==> src/rtl/otter_pkg.sv <==
// Shared OTTER pipeline definitions: opcodes, forwarding defaults and result latencies.
// Decode uses opcode_t and issue_lat_for() to drive the scoreboard's ISSUE_LAT.
package otter_pkg;

    localparam int NFWD_DEFAULT = 2;
    localparam int FWD_RF       = 0;
    localparam int LAT_ALU      = 1;
    localparam int LAT_LOAD     = 2;

    typedef enum logic [6:0] {
        OP_LUI    = 7'b0110111,
        OP_AUIPC  = 7'b0010111,
        OP_JAL    = 7'b1101111,
        OP_JALR   = 7'b1100111,
        OP_BRANCH = 7'b1100011,
        OP_LOAD   = 7'b0000011,
        OP_STORE  = 7'b0100011,
        OP_IMM    = 7'b0010011,
        OP_REG    = 7'b0110011,
        OP_SYSTEM = 7'b1110011
    } opcode_t;

    function automatic int issue_lat_for(opcode_t op);
        return (op == OP_LOAD) ? LAT_LOAD : LAT_ALU;
    endfunction

endpackage

==> src/rtl/hazard_sb_entry.sv <==
// One scoreboard entry: tracks whether a register has a write in flight,
// how many cycles ago it issued, and when its result becomes forwardable.
module hazard_sb_entry
    import otter_pkg::*;
#(
    parameter int NFWD = NFWD_DEFAULT,
    parameter int SELW = $clog2(NFWD + 1)
) (
    input  logic            clk,
    input  logic            rst_n,
    input  logic            issue_hit,
    input  logic [SELW-1:0] issue_lat,
    output logic            busy,
    output logic            ready,
    output logic [SELW-1:0] age
);

    logic            busy_q;
    logic [SELW:0]   age_q;
    logic [SELW-1:0] lat_q;

    // Only the busy bit needs reset; age and lat are ignored while idle.
    always_ff @(posedge clk) begin
        if (!rst_n) begin
            busy_q <= 1'b0;
        end else if (issue_hit) begin
            busy_q <= 1'b1;
        end else if (busy_q && age_q == (SELW+1)'(NFWD)) begin
            busy_q <= 1'b0;
        end
    end

    always_ff @(posedge clk) begin
        if (issue_hit) begin
            age_q <= (SELW+1)'(1);
            lat_q <= issue_lat;
        end else if (busy_q) begin
            age_q <= age_q + (SELW+1)'(1);
        end
    end

    assign busy  = busy_q;
    assign ready = !busy_q || ({1'b0, lat_q} <= age_q);
    // Age never exceeds NFWD while busy, so it fits the select width.
    assign age   = age_q[SELW-1:0];

endmodule

==> src/rtl/hazard_scoreboard.sv <==
// Per-register RAW hazard scoreboard: decides issue/stall for the decode-stage
// instruction and picks the forwarding source for each operand.
module hazard_scoreboard
    import otter_pkg::*;
#(
    parameter int NREGS  = 32,
    parameter int NFWD   = NFWD_DEFAULT,
    parameter int REG_AW = $clog2(NREGS),
    parameter int SELW   = $clog2(NFWD + 1)
) (
    input  logic                       CLK,
    input  logic                       RST_N,
    input  logic                       ISSUE_VALID,
    input  logic                       FLUSH,
    input  logic                       ISSUE_USES_RS1,
    input  logic                       ISSUE_USES_RS2,
    input  logic [REG_AW-1:0]          ISSUE_RS1,
    input  logic [REG_AW-1:0]          ISSUE_RS2,
    input  logic                       ISSUE_RD_WE,
    input  logic [REG_AW-1:0]          ISSUE_RD,
    input  logic [SELW-1:0]            ISSUE_LAT,
    output logic                       STALL,
    output logic                       ISSUE_ACCEPT,
    output logic [SELW-1:0]            FWD_SEL_RS1,
    output logic [SELW-1:0]            FWD_SEL_RS2,
    output logic [$clog2(NREGS+1)-1:0] PENDING,
    output logic [31:0]                STALL_COUNT
);

    localparam int PW = $clog2(NREGS + 1);

    logic [NREGS-1:1] ent_busy;
    logic [NREGS-1:1] ent_ready;
    logic [NREGS-1:1] ent_hit;
    logic [SELW-1:0]  ent_age [NREGS-1:1];
    logic [SELW-1:0]  eff_lat;

    logic            rs1_busy, rs1_ready, rs2_busy, rs2_ready;
    logic [SELW-1:0] rs1_age, rs2_age;
    logic            use1, use2, not_ready1, not_ready2, live;
    logic [PW-1:0]   busy_cnt;

    always_comb begin
        if (ISSUE_LAT == '0)
            eff_lat = SELW'(1);
        else if (int'(ISSUE_LAT) > NFWD)
            eff_lat = SELW'(NFWD);
        else
            eff_lat = ISSUE_LAT;
    end

    for (genvar r = 1; r < NREGS; r++) begin : g_entry
        assign ent_hit[r] = ISSUE_ACCEPT && ISSUE_RD_WE && (ISSUE_RD == REG_AW'(r));

        hazard_sb_entry #(
            .NFWD (NFWD),
            .SELW (SELW)
        ) u_entry (
            .clk       (CLK),
            .rst_n     (RST_N),
            .issue_hit (ent_hit[r]),
            .issue_lat (eff_lat),
            .busy      (ent_busy[r]),
            .ready     (ent_ready[r]),
            .age       (ent_age[r])
        );
    end

    // x0 has no entry, so an RS of zero falls through to "idle and ready".
    always_comb begin
        rs1_busy  = 1'b0;
        rs1_ready = 1'b1;
        rs1_age   = '0;
        rs2_busy  = 1'b0;
        rs2_ready = 1'b1;
        rs2_age   = '0;
        for (int r = 1; r < NREGS; r++) begin
            if (ISSUE_RS1 == REG_AW'(r)) begin
                rs1_busy  = ent_busy[r];
                rs1_ready = ent_ready[r];
                rs1_age   = ent_age[r];
            end
            if (ISSUE_RS2 == REG_AW'(r)) begin
                rs2_busy  = ent_busy[r];
                rs2_ready = ent_ready[r];
                rs2_age   = ent_age[r];
            end
        end
    end

    assign use1       = ISSUE_USES_RS1 && (ISSUE_RS1 != '0);
    assign use2       = ISSUE_USES_RS2 && (ISSUE_RS2 != '0);
    assign not_ready1 = use1 && !rs1_ready;
    assign not_ready2 = use2 && !rs2_ready;
    assign live       = RST_N && ISSUE_VALID && !FLUSH;

    assign STALL        = live && (not_ready1 || not_ready2);
    assign ISSUE_ACCEPT = live && !(not_ready1 || not_ready2);
    assign FWD_SEL_RS1  = (RST_N && use1 && rs1_busy && rs1_ready) ? rs1_age : SELW'(FWD_RF);
    assign FWD_SEL_RS2  = (RST_N && use2 && rs2_busy && rs2_ready) ? rs2_age : SELW'(FWD_RF);

    always_comb begin
        busy_cnt = '0;
        for (int r = 1; r < NREGS; r++)
            busy_cnt = busy_cnt + PW'(ent_busy[r]);
    end

    assign PENDING = RST_N ? busy_cnt : '0;

    always_ff @(posedge CLK) begin
        if (!RST_N)
            STALL_COUNT <= '0;
        else if (STALL && STALL_COUNT != 32'hFFFF_FFFF)
            STALL_COUNT <= STALL_COUNT + 32'd1;
    end

endmodule

==> config.mk <==
export PLATFORM = sky130hd
export DESIGN_NAME = hazard_scoreboard
export DESIGN_NICKNAME = d
export VERILOG_FILES = /design/src/rtl/otter_pkg.sv /design/src/rtl/hazard_sb_entry.sv /design/src/rtl/hazard_scoreboard.sv
export SDC_FILE = /design/constraint.sdc
export NUM_CORES = 1
export LEC_CHECK = 0
export CORE_MARGIN = 2
export CORE_UTILIZATION = 50
export CTS_CLUSTER_SIZE = 28
export DETAILED_ROUTE_END_ITERATION = 10
export MAX_ROUTING_LAYER = met4
export PLACE_DENSITY = 0.76
export SKIP_LAST_GASP = 1
export SYNTH_ARGS = -nofsm -noshare
export SYNTH_HDL_FRONTEND = slang
export SYNTH_SLANG_ARGS = --single-unit
==> constraint.sdc <==
create_clock -name CLK -period 9.55 [get_ports CLK]
set_input_delay 0.955 -clock CLK [delete_from_list [all_inputs] [get_ports CLK]]
set_output_delay 0.955 -clock CLK [all_outputs]
set_load 0.01 [all_outputs]
---- After elaboration in Yosys (flattened, before gate mapping) ----
Cells that the tools add are included.
storage, ports and cells
  register bits after elaboration ......... 218
  input bits .............................. 24
  output and inout bits ................... 44
  logic and storage cells ................. 745
operators by class
  add/subtract/negate cells ............... 62
  magnitude comparators ................... 32
  eq/ne operators ......................... 125
  mux-type cells .......................... 253
  reductions and logical operators ........ 179
operators with widths
  kind                     count
  $eq A5 B5 Y1 const B     48
  $mux W1                  186
  $add A6 B1 Y6            25
  $mux W2                  66
  $eq A5 B4 Y1 const B     24
  $add A3 B1 Y3 const B    31
  $eq A3 B2 Y1 const B     31
  $le A2 B3 Y1             31
  $logic_and A1 B1 Y1      78
  $reduce_bool A2 Y1       31
  $eq A5 B3 Y1 const B     12
  $logic_not A1 Y1         35
  $add A32 B1 Y32 const B  1
  $logic_or A1 B1 Y1       32
  $ne A32 B32 Y1 const B   1
  $eq A5 B2 Y1 const B     6
  $eq A5 B1 Y1 const B     3
  $reduce_bool A5 Y1       2
  $add A5 B1 Y6            1
  $mux W6                  1
  $add A4 B1 Y5            1
  $add A3 B1 Y4            1
  $add A2 B1 Y3            1
  $add A1 B1 Y2            1
  other kinds (2)          2

---- Longest topological paths before layout ----
  word-level depth ........................ 41
  gate-level depth with buffers ........... 18
  depth with buffers taken out ............ 17

---- Hierarchy ----
From an unflattened synthesis, not the netlist that was laid out.
second synthesis, totals
  cells, all modules ...................... 1,732
  area total of the unflattened synthesis .. 15,596.2 um2
modules (own cells, without submodules)
  module             instances  cells each  area an instance (um2)  sequential area each (um2)
  hazard_sb_entry    31         29          307.8                   140.1
  hazard_scoreboard  1          833         6,054.6                 640.6

---- Least setup slack after synthesis ----
Ideal clock, no wire load.
  kind .................................... register -> output
  start ................................... register g_entry[28].u_entry.busy_q
  end ..................................... output PENDING[4]
  data arrival time ....................... 4.803 ns
  data required time ...................... 8.595 ns
  path slack .............................. 3.792 ns
  stages on the path, launching flop included .. 18
  path buffers ............................ 1
  cells stage by stage .................... dfxtp_1 > clkbuf_1 > inv_1 > fa_1 > fa_1 > inv_1 > fa_1 > inv_1 > fa_1 > fa_1 > fa_1 > fa_1 > fa_1 > inv_1 > a21o_1 > a21oi_1 > xor2_1 > nor2_1
between the ends
  longest elaborated chain between the ends .. 5
ends and longest elaborated chain
  element                      RTL line                  text
  start: declaration           hazard_sb_entry.sv:18     logic busy_q;
  start signal: assignment     hazard_sb_entry.sv:25     busy_q <= 1'b0;
  start signal: assignment     hazard_sb_entry.sv:27     busy_q <= 1'b1;
  start signal: assignment     hazard_sb_entry.sv:29     busy_q <= 1'b0;
  $add A6 B1 Y6 (4 in series)  hazard_scoreboard.sv:105  busy_cnt = busy_cnt + PW'(ent_busy[r]);
  $mux W6                      hazard_scoreboard.sv:108  assign PENDING = RST_N ? busy_cnt : '0;
  end: declaration             hazard_scoreboard.sv:26   output logic [$clog2(NREGS+1)-1:0] PENDING,
Every way passes these cells.

---- Worst setup path in the final report ----
  start ................................... register g_entry[24].u_entry.busy_q
  end ..................................... output PENDING[4]
between the ends
  longest elaborated chain between the ends .. 9
ends and longest elaborated chain
  element                      RTL line
  start: declaration           hazard_sb_entry.sv:18
  start signal: assignment     hazard_sb_entry.sv:25
  start signal: assignment     hazard_sb_entry.sv:27
  start signal: assignment     hazard_sb_entry.sv:29
  $add A6 B1 Y6 (8 in series)  hazard_scoreboard.sv:105
  $mux W6                      hazard_scoreboard.sv:108
Every way passes these cells.

==> reports/qor.txt <==
Wire length per cell after detailed routing - 21.5 um
Hold Startpoint - STALL_COUNT[10]
R2R cell count - 13
Critical path endpoint category - output port
Initial DRC count - 1,378
Post-Synthesis Cells - 1,738
Max cap viols - 0
Syn Area/Cell - 8.59 sq um
Detailed Route WL - 46.3 mm
Core Util, Final - 56.0%
Layout net count - 1,919
Port Buffers - 66
Worst vdd ir - 116 uV
Ys async rst share - 0%
Worst setup path class - reg2out
Remaining antenna violation count after routing - 0
Period utilization - 74.5%
Post-CTS sizing - 0
Drt via density - 6.19
Final Hold Fails - 0
Warnings, synthesis - 0
Critical path peak fanout - 8
Clk buf depth - 3
Total track usage - 30.4%
CTS sink cnt - 218
RSZ-0062 raised after global routing - false
Dpl cells - 2,103
Register bit total from synthesis - 218
Htree depth - 1
Layout Area Growth over Synthesis - 10.5%
Slowest cell on crit path - clkdlybuf4s50_1
Worst setup SP type - flop
Total CTS buffers - 25
Min-delay worst type - reg2reg
Ratio of cells with drive above 1 in the final layout - 6.31%
Vias in the first global route - 12,700
Synth top cells by count - inv_1 (189), nand2_1 (187), dfxtp_1 (156)
Initial antenna violation count - 0
Area leader, netlist - dfxtp_1
LEAKAGE - 6.88 nW
CORE AREA - 29,500 sq um
Residual DRC - 0
Synth unique cells - 83
Reg2reg setup slack - 4.26 ns
Setup ws final - 2.44 ns
Max stage delay on crit path - 0.55 ns
Die area - 31,200 sq um
Hold Path End - STALL_COUNT[10]
Row Count - 63
Least-Margin Pin Slew - 1.14 ns
Ports - 68
Slew headroom - 24.2%
Die Y - 177 um
Clk slew on worst S/H paths - 0.06 ns
First-pass GRT wire length - 71.4 mm
Top cells by area, synth - dfxtp_1 (21%), edfxtp_1 (12%), ha_1 (11%), inv_1 (4.8%), nand2_1 (4.7%)
Most frequent CP cell - fa_1
CTS Root Cell - clkbuf_16
R2R Path Start - g_entry[13].u_entry.age_q[1]
Slew Limit Fails - 0
Post-layout min period - 7.11 ns
Pin count of the biggest net entering global routing - 54
Prevailing post-synth register cell - dfxtp_1
CTS tree - yes
Power density over cell area - 158 nW/um^2
Initial Util - 50.6%
Worst hold path depth - 2
Worst R2R End - g_entry[30].u_entry.age_q[1]
Status - complete, no violations
Post-DP HPWL - 33.2 mm
Post-synth top area share - 20.9%
Dominant cell by count in the synthesized netlist - inv_1
WHS - 0.479 ns
Worst-path cell chain - inv_1, fa_1, fa_1, inv_1, fa_1, inv_1, fa_1, fa_1, fa_1, fa_1, fa_1, inv_1, a21o_1, a21oi_1, xor2_1, nor2_1, clkdlybuf4s50_1
GP Congestion - 0.998
Setup TNS - 0 ns
CP Data Required Time - 8.60 ns
Inserted Diodes - 0
Die width - 177 um
Hold_buf cts - 0
Place WS - 2.98 ns
Highest Clock Rate - 141 MHz
GRT overflow - 0
Mapped Area - 14,900 sq um
Fillers - 2,668
Clk_lat worst skew - 0.53 ns
WP data arrival - 6.16 ns
Worst Clk Skew - 0.00889 ns
First-pass detailed-route iteration total - 5
Post-synthesis sequential area ratio - 33.4%
Post-synth EDFFs - 62
# setup viols final - 0
Synthesized net count - 1,917
Via count - 13,300
Final Instance Count excl. Fillers - 2,149
Setup bufs post-CTS - 0
report_power, final:
group | internal, W | switching, W | total, W
registers | 0.00102 | 0.000106 | 0.00113
logic | 0.000190 | 0.000297 | 0.000488
clock network | 0.000588 | 0.000395 | 0.000983
total | 0.00180 | 0.000798 | 0.00260
metal layers:
| layer | GRT usage (%) | vias up | wire length, um |
|---|---|---|---|
| met2 | 46.9 | 642 | 20600 |
| met5 | - | - | 0 |
| li1 | - | 6130 | - |
| met3 | 5.78 | 132 | 4290 |
| met1 | 39.2 | 6391 | 19200 |
| met4 | 12.6 | 0 | 2210 |
flip-flops by register name, indices dropped and copies added (netlist names):
signal / cells
STALL_COUNT: 32
g_entry.u_entry.lat_q: 62
g_entry.u_entry.busy: 31
g_entry.u_entry.age_q: 93
how the worst max path moves through the flow:
stage	slack, ns	startpoint	endpoint	depth (start not counted)
CTS	2.41	g_entry[24].u_entry.busy	PENDING[4]	17
floorplan	3.79	g_entry[28].u_entry.busy	PENDING[4]	17
global placement	3.01	g_entry[24].u_entry.busy	PENDING[4]	17
detailed placement	2.98	g_entry[24].u_entry.busy	PENDING[4]	17
finish	2.44	g_entry[24].u_entry.busy	PENDING[4]	17
global route	2.18	g_entry[24].u_entry.busy	PENDING[4]	17
final cells by class:
class	instances	area [sq um]	area share [%]
Sequential cell	218	4980	30.2
Inverter	194	728	4.41
Multi-Input combinational cell	1217	8670	52.6
Clock buffer	32	723	4.38
Clock inverter	14	124	0.751
Tap cell	390	488	2.96
Timing Repair Buffer	84	776	4.70
cell usage in the layout, fill, tap and decap left out, drive strengths merged, types with 14 or more instances in the layout:
master         count
a211oi            17
a21oi            120
a221oi            16
a22oi             14
a31oi             18
and3              28
buf               22
clkbuf            32
clkdlybuf4s50     62
dfxtp            156
edfxtp            62
fa                23
ha               132
inv              196
mux2i             30
nand2            190
nand2b            18
nand3             51
nor2             111
nor2b             44
nor3              17
o2111ai           27
o211ai            17
o21ai             86
o221ai            16
o22ai             23
o31ai             22
or4               18
xnor2             58
worst max-delay path: cells and delay by family, from the launching register on:
family / cells / cell delay (ns)
XOR/XNOR: 1 / 0.15
AO/OA/AOI/OAI: 2 / 0.18
AND/OR/NAND/NOR: 1 / 0.10
flip-flops: 1 / 0.50
adder cells (fa/ha/maj): 8 / 3.81
buffers and inverters: 5 / 0.89
cell families (layout without fill, tap and decap cells):
| kind of cell | Yosys count | count (layout) | share of synthesized area, % |
|---|---|---|---|
| AND/OR/NAND/NOR | 518 | 518 | 17.1 |
| buffers and inverters | 303 | 324 | 8.53 |
| XOR/XNOR | 65 | 65 | 3.81 |
| adder cells (fa/ha/maj) | 155 | 155 | 14.2 |
| flip-flops | 218 | 218 | 33.4 |
| multiplexers | 38 | 38 | 3.22 |
| AO/OA/AOI/OAI | 441 | 441 | 19.8 |
stage by stage:
stage	instance area, sq um	total power, W
5_1_grt	16500	0.00271
3_5_place_dp	15700	0.00162
4_1_cts	16500	0.00260
3_3_place_gp	15700	0.00159
2_1_floorplan	14900	0.00147
6_report	16500	0.00260
Power figures use the tool's default switching activity.
